$ cat src/rtl/comparador_arbiter.sv
// Round-robin arbiter sharing one registered 2-bit equality comparator among N_REQ requesters.
// Transaction flow: IDLE (grant + operand capture) -> CMP -> ACK -> REL (wait for req drop).
module comparador_arbiter #(
    parameter int unsigned N_REQ = 4
) (
    input  logic               clk,
    input  logic               rst,
    input  logic [N_REQ-1:0]   req,
    input  logic [2*N_REQ-1:0] a_in,
    input  logic [2*N_REQ-1:0] b_in,
    output logic [N_REQ-1:0]   ack,
    output logic               eq_out,
    output logic [1:0]         grant_id,
    output logic               busy,
    output logic [7:0]         match_cnt
);

    typedef enum logic [1:0] {IDLE, CMP, ACK, REL} state_t;

    state_t     state, state_n;
    logic [1:0] last_grant;
    logic [1:0] op_a, op_b;
    logic [1:0] sel;
    logic       found;
    logic       eq_cmp;
    logic [3:0] req_pad;
    logic [3:0] ack_q;
    logic [7:0] a_pad, b_pad;

    // Pad to the 4-requester maximum so all indexing stays at fixed 2-bit widths.
    always_comb begin
        req_pad = '0;
        a_pad   = '0;
        b_pad   = '0;
        req_pad[N_REQ-1:0]   = req;
        a_pad[2*N_REQ-1:0]   = a_in;
        b_pad[2*N_REQ-1:0]   = b_in;
    end

    always_comb begin : arbitration
        int unsigned idx;
        idx   = 0;
        found = 1'b0;
        sel   = '0;
        for (int unsigned off = 1; off <= N_REQ; off++) begin
            idx = {30'b0, last_grant} + off;
            if (idx >= N_REQ) idx = idx - N_REQ;
            if (!found && req_pad[idx[1:0]]) begin
                found = 1'b1;
                sel   = idx[1:0];
            end
        end
    end

    assign eq_cmp = &(~(op_a ^ op_b));

    always_comb begin
        state_n = state;
        case (state)
            IDLE:    if (found) state_n = CMP;
            CMP:     state_n = ACK;
            ACK:     state_n = REL;
            REL:     if (!req_pad[grant_id]) state_n = IDLE;
            default: state_n = IDLE;
        endcase
    end

    always_ff @(posedge clk or posedge rst) begin
        if (rst) state <= IDLE;
        else     state <= state_n;
    end

    // ack is registered from the ACK state, so it is visible the cycle after the ACK edge.
    always_ff @(posedge clk or posedge rst) begin
        if (rst) begin
            op_a       <= '0;
            op_b       <= '0;
            grant_id   <= '0;
            last_grant <= 2'(N_REQ - 1);
            eq_out     <= 1'b0;
            match_cnt  <= '0;
            ack_q      <= '0;
        end else begin
            ack_q <= '0;
            case (state)
                IDLE: if (found) begin
                    grant_id <= sel;
                    op_a     <= a_pad[{sel, 1'b0} +: 2];
                    op_b     <= b_pad[{sel, 1'b0} +: 2];
                end
                CMP: begin
                    eq_out <= eq_cmp;
                    if (eq_cmp && match_cnt != 8'hFF) match_cnt <= match_cnt + 8'd1;
                end
                ACK: begin
                    ack_q[grant_id] <= 1'b1;
                    last_grant      <= grant_id;
                end
                default: ;
            endcase
        end
    end

    assign ack  = ack_q[N_REQ-1:0];
    assign busy = (state != IDLE);

endmodule

$ cat config.mk
export PLATFORM = sky130hd
export DESIGN_NAME = comparador_arbiter
export DESIGN_NICKNAME = d
export VERILOG_FILES = /design/src/rtl/comparador_arbiter.sv
export SDC_FILE = /design/constraint.sdc
export NUM_CORES = 1
export LEC_CHECK = 0
export CORE_ASPECT_RATIO = 0.9
export CORE_UTILIZATION = 40
export DETAILED_ROUTE_END_ITERATION = 10
export PLACE_DENSITY = 0.79
export SLEW_MARGIN = 15
export SYNTH_ARGS = -nofsm -noshare
export SYNTH_HDL_FRONTEND = slang
export SYNTH_SLANG_ARGS = --single-unit
$ cat constraint.sdc
create_clock -name clk -period 2 [get_ports clk]
set_input_delay 0.3 -clock clk [delete_from_list [all_inputs] [get_ports clk]]
set_output_delay 0.3 -clock clk [all_outputs]
set_load 0.05 [all_outputs]
==> results.md, run 1 <==
- Between clock sinks in the finished design, the worst skew comes to ~0.0028 ns.
- The leakage power of the design is 0.7539 nW.
- Across all setup checks in the final design, the least slack found is roughly 0.069 ns.
- Timing would allow up to roughly 0.52 GHz.
- From synthesis to final layout, the design area changed by 39.03%.
- The boundary pin count is 38.
- CTS placed an instance of clkbuf_4 at the clock tree root.
- The fill cell total of the finished layout is between 200 and 300.
- Clock tree synthesis inserted a total of 3 buffers.
- Summed over all nets, the half-perimeter wirelength after detailed placement is slightly below 2 mm.
- The core region is between 2000 and 3000 µm².
- Dividing the final minimum period by the clock period gives 96.56%.
- The first-pass GRT wire length is ~4.1 mm.
- The floorplan die area is between 3000 and 4000 µm².
- The synthesized netlist devotes a little over an eighth of its cell area to simple gates.
- In the routed design, unresolved DRC markers number 0.
- The buffering stage count on the worst path with inverters included is 1.
- Before antenna repair, the detailed router went through 4 iterations.
- The nature of the critical path startpoint is a flop.
- By area, the combinational part of the netlist is dominated by compound AO/OA/AOI/OAI gates.
- CTS built an H-tree with a depth of 1.
- The area of combinational cells with multiple inputs is between 600 and 700 µm².
- The leftover overflow at the end of global routing is 0.
- For this block, the initial DRC count from the detailed router was 42.
- Excluding fillers, the count of instances in the completed layout stands at around 190.
- The initial antenna violation count came to 0.
- Synthesis inferred 23 register bits.
- The synthesized design contains 0 enable-type register cells.
- The routability congestion estimate is 0.7383.
- The insertion delay of the later-clocked pin in the worst-skew pair is approximately 0.31 ns.
- The floorplan die height is roughly 54 µm.
- The maximum number of pins on one net before global-route repair is 24.
- In this run the worst path has a maximum fanout of 6.
- The repair_antennas step left the layout with diodes totalling 0.
- Each instance of the synthesized netlist takes up on average roughly 11 µm².
- No sink is reached through more buffers than the 2 on the longest clock path.
- The via count of the first global-routing pass is 935.
- The clock net in this run drives a total of 23 sinks.
- After floorplanning, the core was divided into 18 placement rows.
- The fraction of the mapped netlist area in compound gates is around 14%.
- The number of pins exceeding their max-slew limit in the final report came to 0.
- In the synthesized netlist the async set-or-reset flop fraction comes to between 90% and 100%.
- Leaving out fill and tap cells, the most frequent cell in the layout is clkdlybuf4s50_1.
- The initial core utilization is between 40% and 50%.
- At the worst endpoint, the arrival time is between 1.5 and 2 ns.
- The cell family contributing the most delay on the critical path is buffers and inverters.
- The number of violations of the max-capacitance limit is 0.
- Across all layers, the routed design uses ~950 vias.
- At the worst endpoint, the required time is around 1.7 ns.
- TritonCTS built the clock tree.
- The number of endpoints with negative hold slack in the final report was 0.
- Synthesis produced a netlist whose cell count is between 100 and 150.
- Cell internal power was estimated by the tool at 1.295 mW.
- Dividing the detail-routed via count by the number of cells gives 5.037.
- Leaving out fill and tap cells, the most frequent cells in the layout are clkdlybuf4s50_1 (34), dfrtp_1 (21), nand2_1 (10).
- For the pin with the worst max-slew slack, the measured transition is about 0.52 ns.
- The flow ran to the end, and the final reports show no timing, DRC or antenna violations.
- For this run, the total global-route usage over all layers was measured as 17.18%.
- The number of library cell types mapped by synthesis is 35.
- Traced cell by cell, the critical path runs through clkdlybuf4s50_1.
- At the end of the flow, the number of nets in the layout was about 180.
- OpenSTA, run right after detailed placement, puts the worst setup slack at -0.003770 ns.
- The count of input and output buffers is 37.
- Counting tap cells, the placed design contains a total of 185 instances.
- For this run, the register share of the synthesized area comes to a little under half.
- After routing the design area is between 1500 and 2000 µm².
- For this run, the number of Yosys warnings is 0.
- After synthesis, the share of cell area in mux cells is 12.05%.
- Among all flip-flop cells after synthesis, the most frequent one is dfrtp_1.
- The sequential cells in the finished layout cover a total of around 580 µm².
- The worst register-to-register path has a depth of 6.
- The routed design has between 2 and 3 mm of wire.
- In the final routed layout, each cell accounts on average for 13.23 µm.
- Setup repair after global routing left no endpoint under its margin.
- The final count of negative-setup-slack endpoints is 0.
- The part of the total power dissipated in sequential elements is about a third.
- The tightest min-delay check is of the in2async type.
- The die is about 60 µm wide.
- The count of nets left with antenna violations after detail routing is 0.
- Hold is met by 0.3076 ns.
- The setup path with the least slack is of type reg2out.
- The worst pin sits at a relative slew slack of roughly 65%.
- Per report_power, the combinational group accounts for 56.1% of the total.
- The stage delay of the slowest cell on the critical path is approximately 0.84 ns.
- Power spread over the standard cell area amounts to approximately 1400 nW/µm².
- The adder-cell share of the synthesized area is just over 5%.
- In this run the number of cells on the critical path is 1.
- Of the total power, the share spent switching nets is 45.54%.
- The total nets after synthesis is around 130.
- After clock tree synthesis, the clock-pin slew on the worst setup and hold paths is 0.12 ns.
- The worst setup path is captured at an output pin.
- The highest-delay cell along the critical path is clkdlybuf4s50_1.
- The time the final worst path needs with I/O delays and setup is 1.931 ns.
- IR analysis of the VDD net gives a maximum drop of 0.6022 mV.
- The cell area after synthesis is 1215 µm².
- In this run, the clock network consumes ~8.9% of the power.
- The proportion of layout cells with a drive suffix above 1 is approximately 13%.
- Once placement finished, the instance area stood at 1660 µm².
- The switching power of the nets is approximately 1.1 mW.
- The xor/xnor cell area share of the yosys netlist is under 10%.
- Cells fill between 60% and 70% of the core in the end.
## synth_stat cells (all sizes together), types with 2 or more instances
cell type	number	area share [%]
ha	5	5.1
o21ai	4	2.6
xnor2	6	4.3
a31oi	3	3.3
inv	6	1.9
nand2	10	3.1
nand3	5	2.1
a21oi	3	1.2
nand2b	3	1.5
and3	3	2.0
dfrtp	21	43
mux2i	9	7.4
nor2	5	1.5
mux2	3	2.8
xor2	2	1.4
o221ai	4	2.9
dfstp	2	4.3
## cell families after synthesis
kind of cell,Yosys count
adder cells (fa/ha/maj),5
AND/OR/NAND/NOR,32
AO/OA/AOI/OAI,19
XOR/XNOR,8
multiplexers,13
buffers and inverters,6
flip-flops,23
## flip-flops by register name (all words and copies together), names as in the netlist
name        cells
grant_id        2
eq_out          1
op_b            2
ack             4
match_cnt       8
last_grant      2
op_a            2
state           2
## timing repair
action / 4_1_cts / 5_1_grt
cloned: 0 / 0
gates resized for setup: 1 / 1
hold buffers: 0 / 0
setup buffers: 0 / 0
endpoints found under the hold margin: 0 / 0
endpoints found under the setup margin: 1 / 1
## final timing paths
| kind | startpoint | endpoint | slack [ns] |
|---|---|---|---|
| setup / recovery | match_cnt[2] | match_cnt[2] | 0.07 |
| hold / removal | rst | match_cnt[5] | 0.31 |
| setup reg to reg | state[1] | op_b[0] | 0.20 |
| hold reg to reg | match_cnt[5] | match_cnt[5] | 0.50 |
| max in group asynchronous | rst | last_grant[0] | 1.41 |
| min in group clk | match_cnt[5] | match_cnt[5] | 0.50 |
## metrics by stage
stage | power, mW | TNS (ns)
floorplan | 1.740 | 0
global placement | 2.134 | 0
detailed placement | 2.191 | -0.003770
CTS | 2.407 | 0
global route | 2.544 | 0
finish | 2.378 | 0
## area by class of cell
class	count	area share (%)
inverters	6	1.333
clock inverters	1	0.2963
flip-flops and latches	23	34.22
well taps	40	2.963
clock buffers	3	1.333
multi-input cells	77	36.37
repair buffers	39	23.48
## power by group through the flow
stage | sequential [mW] | combinational, mW | clock (mW)
after floorplan | 1.10 | 0.637 | 0
after global placement | 0.829 | 1.31 | 0
after detailed placement | 0.844 | 1.35 | 0
after CTS | 0.835 | 1.35 | 0.226
after global routing | 0.863 | 1.44 | 0.244
final | 0.832 | 1.33 | 0.212
## metal layers
layer	vias to the layer above	track usage [%]	part of all wire (%)
li1	463	-	-
met1	458	19.91	43
met2	26	32.22	52
met3	5	2.128	3.2
met4	0	6.977	1.8
met5	-	0	0
Power figures use the tool's default switching activity.
==> run 2, diff against run 1 <==
--- a/config.mk
+++ b/config.mk
@@ -6,6 +6,7 @@
 export NUM_CORES = 1
 export LEC_CHECK = 0
 export CORE_ASPECT_RATIO = 0.9
+export CORE_MARGIN = 1
 export CORE_UTILIZATION = 40
 export DETAILED_ROUTE_END_ITERATION = 10
 export PLACE_DENSITY = 0.79
==> results of run 2 <==
The final DEF is identical to that of run 1; final timing and power are the same.
